**src/rtl/dot_product_loader.sv**
```systemverilog
// rtl/dot_product_loader.sv - byte-stream loader and sequencer for the dot-product compute block
`timescale 1ns/1ps
module dot_product_loader #(
  parameter int DATA_W  = 8,
  parameter int ADDR_W  = 4,
  parameter int TIMEOUT = 64
) (
  input  logic              clk,
  input  logic              rst,
  input  logic              flush,
  input  logic              in_valid,
  input  logic [DATA_W-1:0] in_data,
  output logic              in_ready,
  output logic [ADDR_W-1:0] mem_addr,
  output logic [DATA_W-1:0] mem_data_out,
  output logic              mem_wr,
  output logic              calc_start,
  input  logic [ADDR_W-1:0] calc_mem_addr,
  input  logic              calc_done,
  input  logic [DATA_W-1:0] calc_result,
  output logic              res_valid,
  output logic [DATA_W-1:0] res_data,
  output logic              res_err,
  input  logic              res_ready,
  output logic              busy
);

  localparam int TO_W = (TIMEOUT > 1) ? $clog2(TIMEOUT) : 1;
  localparam logic [ADDR_W-1:0] LAST_ADDR = '1;
  localparam logic [TO_W-1:0]   TO_LAST   = TO_W'(TIMEOUT - 1);

  typedef enum logic [1:0] {LOAD, START, COMPUTE, RESULT} state_t;

  state_t            state;
  logic [ADDR_W-1:0] wr_ptr;
  logic [TO_W-1:0]   to_cnt;
  logic              in_load;

  assign in_load      = (state == LOAD);
  // Writes are combinational so the byte lands in memory on the edge it is accepted.
  assign in_ready     = in_load && !flush;
  assign mem_wr       = in_load && in_valid && !flush;
  assign mem_addr     = in_load ? wr_ptr : calc_mem_addr;
  assign mem_data_out = in_data;
  assign calc_start   = (state == START) && !flush;
  assign res_valid    = (state == RESULT);
  assign busy         = !in_load;

  always_ff @(posedge clk or posedge rst) begin
    if (rst) begin
      state    <= LOAD;
      wr_ptr   <= '0;
      to_cnt   <= '0;
      res_data <= '0;
      res_err  <= 1'b0;
    end else if (flush) begin
      state   <= LOAD;
      wr_ptr  <= '0;
      to_cnt  <= '0;
      res_err <= 1'b0;
    end else begin
      case (state)
        LOAD: begin
          if (in_valid) begin
            wr_ptr <= wr_ptr + 1'b1;
            if (wr_ptr == LAST_ADDR) state <= START;
          end
        end
        START: begin
          to_cnt <= '0;
          state  <= COMPUTE;
        end
        COMPUTE: begin
          // A done seen while to_cnt is still zero may be left over from the previous run.
          if (calc_done && (to_cnt != '0)) begin
            res_data <= calc_result;
            res_err  <= 1'b0;
            to_cnt   <= '0;
            state    <= RESULT;
          end else if (to_cnt == TO_LAST) begin
            res_data <= '0;
            res_err  <= 1'b1;
            to_cnt   <= '0;
            state    <= RESULT;
          end else begin
            to_cnt <= to_cnt + 1'b1;
          end
        end
        RESULT: begin
          if (res_ready) state <= LOAD;
        end
        default: state <= LOAD;
      endcase
    end
  end

endmodule
```
**config.mk**
```make
export PLATFORM = sky130hd
export DESIGN_NAME = dot_product_loader
export DESIGN_NICKNAME = d
export VERILOG_FILES = /design/src/rtl/dot_product_loader.sv
export SDC_FILE = /design/constraint.sdc
export NUM_CORES = 1
export LEC_CHECK = 0
export BUFFER_PORTS_ARGS = -buffer_cell sky130_fd_sc_hd__buf_4
export CAP_MARGIN = 30
export CORE_ASPECT_RATIO = 1.1
export CORE_MARGIN = 2
export CORE_UTILIZATION = 45
export CTS_CLUSTER_DIAMETER = 200
export DETAILED_ROUTE_END_ITERATION = 12
export PLACE_DENSITY_LB_ADDON = 0.2
export SETUP_SLACK_MARGIN = 0.02
export SLEW_MARGIN = 0
export SYNTH_ARGS = -nofsm -noshare
export SYNTH_HDL_FRONTEND = slang
export SYNTH_SLANG_ARGS = --single-unit
export TNS_END_PERCENT = 50
```
**constraint.sdc**
```tcl
create_clock -name clk -period 2.2 [get_ports clk]
set_input_delay 0.44 -clock clk [delete_from_list [all_inputs] [get_ports clk]]
set_output_delay 0.44 -clock clk [all_outputs]
set_load 0.005 [all_outputs]
```
; ---- Word level (Yosys, flattened, before mapping)
; Cells that the tools add are included.
[totals]
latch_bits = 0
mem_bits_ro = 0
word_cells = 57
reg_bits = 21
ram_bits = 0
mem_count = 0
[classes]
n_bitwise = 1
mul = 0
reduce_logical = 19
n_addsub = 2
n_eq_ne = 9
shifts = 0
order_cmp = 0
mux = 21
n_div = 0
[op_table]
columns = op, count
row1 = $mux W6, 3
row2 = $mux W4, 4
row3 = $mux W8, 2
row4 = $mux W2, 6
row5 = $pmux W6 S2, 1
row6 = $pmux W2 S4, 1
row7 = $reduce_bool A2 Y1, 4
row8 = $add A6 B1 Y6 const B, 1
row9 = $eq A6 B6 Y1 const B, 1
row10 = $ne A3 B2 Y1 const B, 2
row11 = $reduce_bool A3 Y1, 2
row12 = $reduce_bool A6 Y1, 1
row13 = $logic_and A1 B1 Y1, 5
row14 = $add A4 B1 Y4 const B, 1
row15 = $eq A2 B2 Y1 const B, 2
row16 = $eq A4 B4 Y1 const B, 1
row17 = $mux W1, 4
row18 = $ne A4 B4 Y1 const B, 1
row19 = $reduce_and A2 Y1, 2
row20 = $reduce_and A4 Y1, 1
row21 = $ne A3 B3 Y1 const B, 1
row22 = $reduce_and A3 Y1, 1
row23 = $eq A2 B1 Y1 const B, 1
row24 = $logic_not A1 Y1, 2
row25 = 2 further kinds, 2

; ---- Longest topological paths before layout
[logic_depth]
word_depth = 5
depth_mapped = 7
mapped_depth_nobuf = 6

; ---- Worst setup path before layout
; Ideal clock, no wire load.
[synth_timing]
path_kind = flip-flop to flip-flop
start = register state[0]
end = register state[0]
arrival_ns = 1.696
slack_ns = 0.380
stages_incl_launch_ff = 8
n_path_buf = 1
setup_ns = 0.125
path_cell_list = dfrtp_1 -> inv_1 -> ha_1 -> clkbuf_1 -> inv_1 -> a41oi_1 -> a311oi_1 -> mux2_2
[synth_between]
elab_chain_len = 3
elab_cells_between_ends = 11
[synth_rtl]
columns = element, line
row1 = start: declaration, 34  ; state_t state;
row2 = start signal: assignment, 51  ; state <= LOAD;
row3 = start signal: assignment, 57  ; state <= LOAD;
row4 = start signal: assignment, 66  ; if (wr_ptr == LAST_ADDR) state <= START;
row5 = $eq A2 B2 Y1 (tied with other cells), 62  ; case (state)
row6 = $ne A4 B4 Y1 (no source line) (tied with other cells), n/a
row7 = $reduce_and A4 Y1 (no source line) / $mux W2 (equally long branches), n/a
; Several ways; a longest one is shown, not always the timed one.
; A chain may end at the register's enable or synchronous reset.

; ---- Worst setup path in the final report
[layout_timing]
start = register state[0]
end = output port mem_addr[1]
[layout_between]
elab_chain_len = 2
[layout_rtl]
columns = element, line
row1 = $logic_not A2 Y1, 39  ; assign in_load = (state == LOAD);
row2 = $mux W4, 43  ; assign mem_addr = in_load ? wr_ptr : calc_mem_addr;
row3 = end: declaration, 14  ; output logic [ADDR_W-1:0] mem_addr,
; Every way passes these cells.

==> parameters.txt <==
Parameter                              Value

Status
  Result of the run    finished, final reports clean

Clock tree
  Deepest clock path buffer count    2
  Latest clock arrival within the worst-skew pair    0.30 ns
  Clock tree root buffer cell    sky130_fd_sc_hd__clkbuf_4
  Total of hold buffers inserted after clock tree synthesis    0
  TritonCTS clock tree    built
  Sink Count    21
  # H-tree levels    1
  Register clock-pin slew on the reported worst setup and hold paths    0.12 ns
  TritonCTS buffer count    3

Place
  Cell count after placement    174
  GPL Wtd Cong    0.783
  Number of port buffers    35
  Detailed placement HPWL    1950 um

Routing
  DRC    0
  DR WL/cell    14.1 um
  Number of detailed-routing iterations run before antenna repair    4
  Via count    942
  Number of nets with antenna violations after routing    0
  Routed wire length    2520 um
  Initial DRC Count    16
  Ratio of routed vias to standard cells    5.29

Floorplan
  Starting density of the core    47.8%
  Count of boundary I/O pins    52
  Horizontal die dimension    53.3 um
  Die outline area    3100 sq um
  Cell Rows    19
  Area of the core    2520 sq um
  Height of the die    58.2 um

Power and ir drop
  Part of the total power dissipated in combinational logic    26.2%
  Part of the power in registers    51.3%
  Cell area power density    550 nW/um^2
  Total design power    0.812 mW
  Sw Ratio    27.8%
  Part of the power in the clock network    22.5%
  Worst IR Drop VDD    0.403 mV
  Internal power component    0.586 mW
  Leakage    0.748 nW
  Switch Pwr    0.226 mW

Setup path
  Peak fanout along the critical path    8
  WP data arrival    1.62 ns
  Buf/Inv on CP    2
  CP top delay family    flip-flops
  Startpoint Class    register
  Required arrival time at the worst endpoint    1.76 ns
  List of cells traversed by the critical path    inv_1 > ha_2 > mux2_2 > buf_4
  Worst r2r dst    to_cnt[5]
  Register-to-Register Setup Slack    0.28 ns
  Endpoint type of the worst setup path    output pin
  Depth of the worst register-to-register path    6
  Critical path start-end classification    reg2out
  Start of the worst register-to-register path    to_cnt[0]
  Crit. Startpoint    state[0]
  Critical-path cell with the highest stage delay    sky130_fd_sc_hd__dfrtp_1
  Critical path's largest stage delay    0.44 ns

Yosys
  Proportion of synthesized flip-flops having asynchronous set or reset    100%
  Average cell area after synthesis    10.2 sq um
  Synthesis-stage register bit count    21
  Fraction of the yosys area taken by sequential cells    43.7%
  Number of nets in the synthesized netlist    151
  Post-synth top area cell    sky130_fd_sc_hd__dfrtp_1
  Number of enable flip-flop cells after synthesis    0
  Post-synth cell types    33
  Leading cell types by total area after synthesis    sky130_fd_sc_hd__dfrtp_1, sky130_fd_sc_hd__ha_1, sky130_fd_sc_hd__a22o_1
  Gate count of the mapped netlist    118
  Top cell type's share of synthesized area    43.7%
  Main flop type after synthesis    sky130_fd_sc_hd__dfrtp_1
  Mapped cell area    1200 sq um
  Yosys warning count    0

Min path
  Worst min-delay path class    in2async

GRT
  Global-route wire length before repair    4160 um
  Combined global-route utilization of all metal layers    17.6%
  Via count of the first global-routing pass    993
  Pin count of the biggest net entering global routing    22
  GR Overflow Total    0
  Antenna violations before repair    0

Layout
  N_diodes    0
  Number of nets at the end of the flow    181
  Fraction of final layout cells with drive strength greater than 1    33.3%
  Final Non-Filler Cells    178
  Area Growth Syn to Fin    22.6%

STA
  Worst slew margin relative to its limit    47.9%
  Setup repair after global routing missed its margin    no
  Final period utilization    93.5%
  Min cycle time layout    2.06 ns
  Final setup vio count    0
  Maximum achievable frequency    486 MHz
  Total Negative Setup Slacks    0 ns
  Worst-margin pin slew    0.781 ns
  Number of endpoints with negative hold slack in the final report    0
  Clock tree skew after final layout    0.00828 ns
  Total count of max-transition violations in the final report    0

Run
  Max-capacitance violation count    0
layout by cell type (no fill, tap or decap), types with 2 or more instances in the layout:
cell                       synthesis  final
sky130_fd_sc_hd__and3_1            4      4
sky130_fd_sc_hd__or3_1             2      2
sky130_fd_sc_hd__o21ai_0           3      3
sky130_fd_sc_hd__a21oi_1           3      3
sky130_fd_sc_hd__dfrtp_1          21     21
sky130_fd_sc_hd__nand2_1           6      6
sky130_fd_sc_hd__ha_1              7      6
sky130_fd_sc_hd__clkbuf_4          0      3
sky130_fd_sc_hd__inv_1             7      7
sky130_fd_sc_hd__mux2_2            5      5
sky130_fd_sc_hd__a22o_1            8      8
sky130_fd_sc_hd__a31oi_1           4      4
sky130_fd_sc_hd__nor2_1            7      7
sky130_fd_sc_hd__buf_4             8     37
sky130_fd_sc_hd__mux2i_1           2      2
sky130_fd_sc_hd__nand2b_1          2      2
sky130_fd_sc_hd__xor2_1            2      2
sky130_fd_sc_hd__nor2b_1           4      4
sky130_fd_sc_hd__nand3_1           5      5
flip-flops by register name, indices dropped and copies added (netlist names):
register / flops
to_cnt: 6
state: 2
res_err: 1
wr_ptr: 4
res_data: 8
how the worst max path moves through the flow:
stage                              to  slack (ns)  cells past startpoint
final                     mem_addr[1]        0.14                      4
after floorplan              state[0]        0.38                      7
after global routing      mem_addr[0]        0.04                      4
after CTS                 mem_addr[1]        0.05                      4
after global placement       state[0]        0.39                      6
after detailed placement    to_cnt[5]        0.29                      6
area by class of cell:
class | instances | area (sq um)
fill | 220 | 1040
multi-input combinational | 78 | 579
sequential | 21 | 526
timing repair buffer | 37 | 278
tap | 31 | 38.8
inverter | 7 | 26.3
clock buffer | 3 | 22.5
clock inverter | 1 | 5.00
power by group through the flow:
stage / sequential, mW / combinational, mW / clock (mW)
2_1_floorplan: 0.420 / 0.131 / 0
6_report: 0.417 / 0.212 / 0.183
4_1_cts: 0.416 / 0.215 / 0.191
3_5_place_dp: 0.424 / 0.215 / 0
5_1_grt: 0.418 / 0.238 / 0.215
3_3_place_gp: 0.422 / 0.209 / 0
metal layers:
layer	GRT usage, %	wire length [um]	up-vias	part of all wire (%)
met1	21.5	1070	441	42
met5	0	0	-	0
li1	-	-	471	-
met4	4.03	17	0	0.68
met2	31.9	1280	26	51
met3	2.84	153	4	6.1
per-stage QoR:
stage / area (sq um) / hold slack [ns] / util, % / worst slack [ns]
after floorplan: 1200 / 0.417 / - / 0.380
after global placement: 1450 / 0.487 / 57.3 / 0.388
after detailed placement: 1450 / 0.483 / 57.3 / 0.288
after CTS: 1470 / 0.309 / 58.4 / 0.0546
after global routing: 1480 / 0.336 / 58.5 / 0.0401
final: 1480 / 0.275 / 58.5 / 0.144
repair_timing:
action / CTS / global route
setup buffers: 0 / 0
setup endpoints to repair: 0 / 5
gates resized for setup: 0 / 1
synthesized netlist by cell type (2+ instances only):
master                     instances
sky130_fd_sc_hd__dfrtp_1          21
sky130_fd_sc_hd__clkbuf_1          4
sky130_fd_sc_hd__buf_4             8
sky130_fd_sc_hd__a22o_1            8
sky130_fd_sc_hd__inv_1             7
sky130_fd_sc_hd__and3_1            4
sky130_fd_sc_hd__ha_1              7
sky130_fd_sc_hd__nor2_1            7
sky130_fd_sc_hd__or3_1             2
sky130_fd_sc_hd__mux2_2            5
sky130_fd_sc_hd__nand3_1           5
sky130_fd_sc_hd__nor2b_1           4
sky130_fd_sc_hd__a21oi_1           3
sky130_fd_sc_hd__o21ai_0           3
sky130_fd_sc_hd__mux2i_1           2
sky130_fd_sc_hd__nand2_1           6
sky130_fd_sc_hd__nand2b_1          2
sky130_fd_sc_hd__a31oi_1           4
sky130_fd_sc_hd__xor2_1            2
logic make-up (layout without fill, tap and decap cells):
family	after synthesis	after routing	share of synthesized area, %
simple gates	36	36	16.5
fa+ha+maj	7	7	7.28
buf+inv	19	48	8.42
xor+xnor	2	2	1.46
mux	7	7	6.34
compound gates	26	26	16.3
flops	21	21	43.7
No activity file was read; power rests on OpenSTA's default activity.
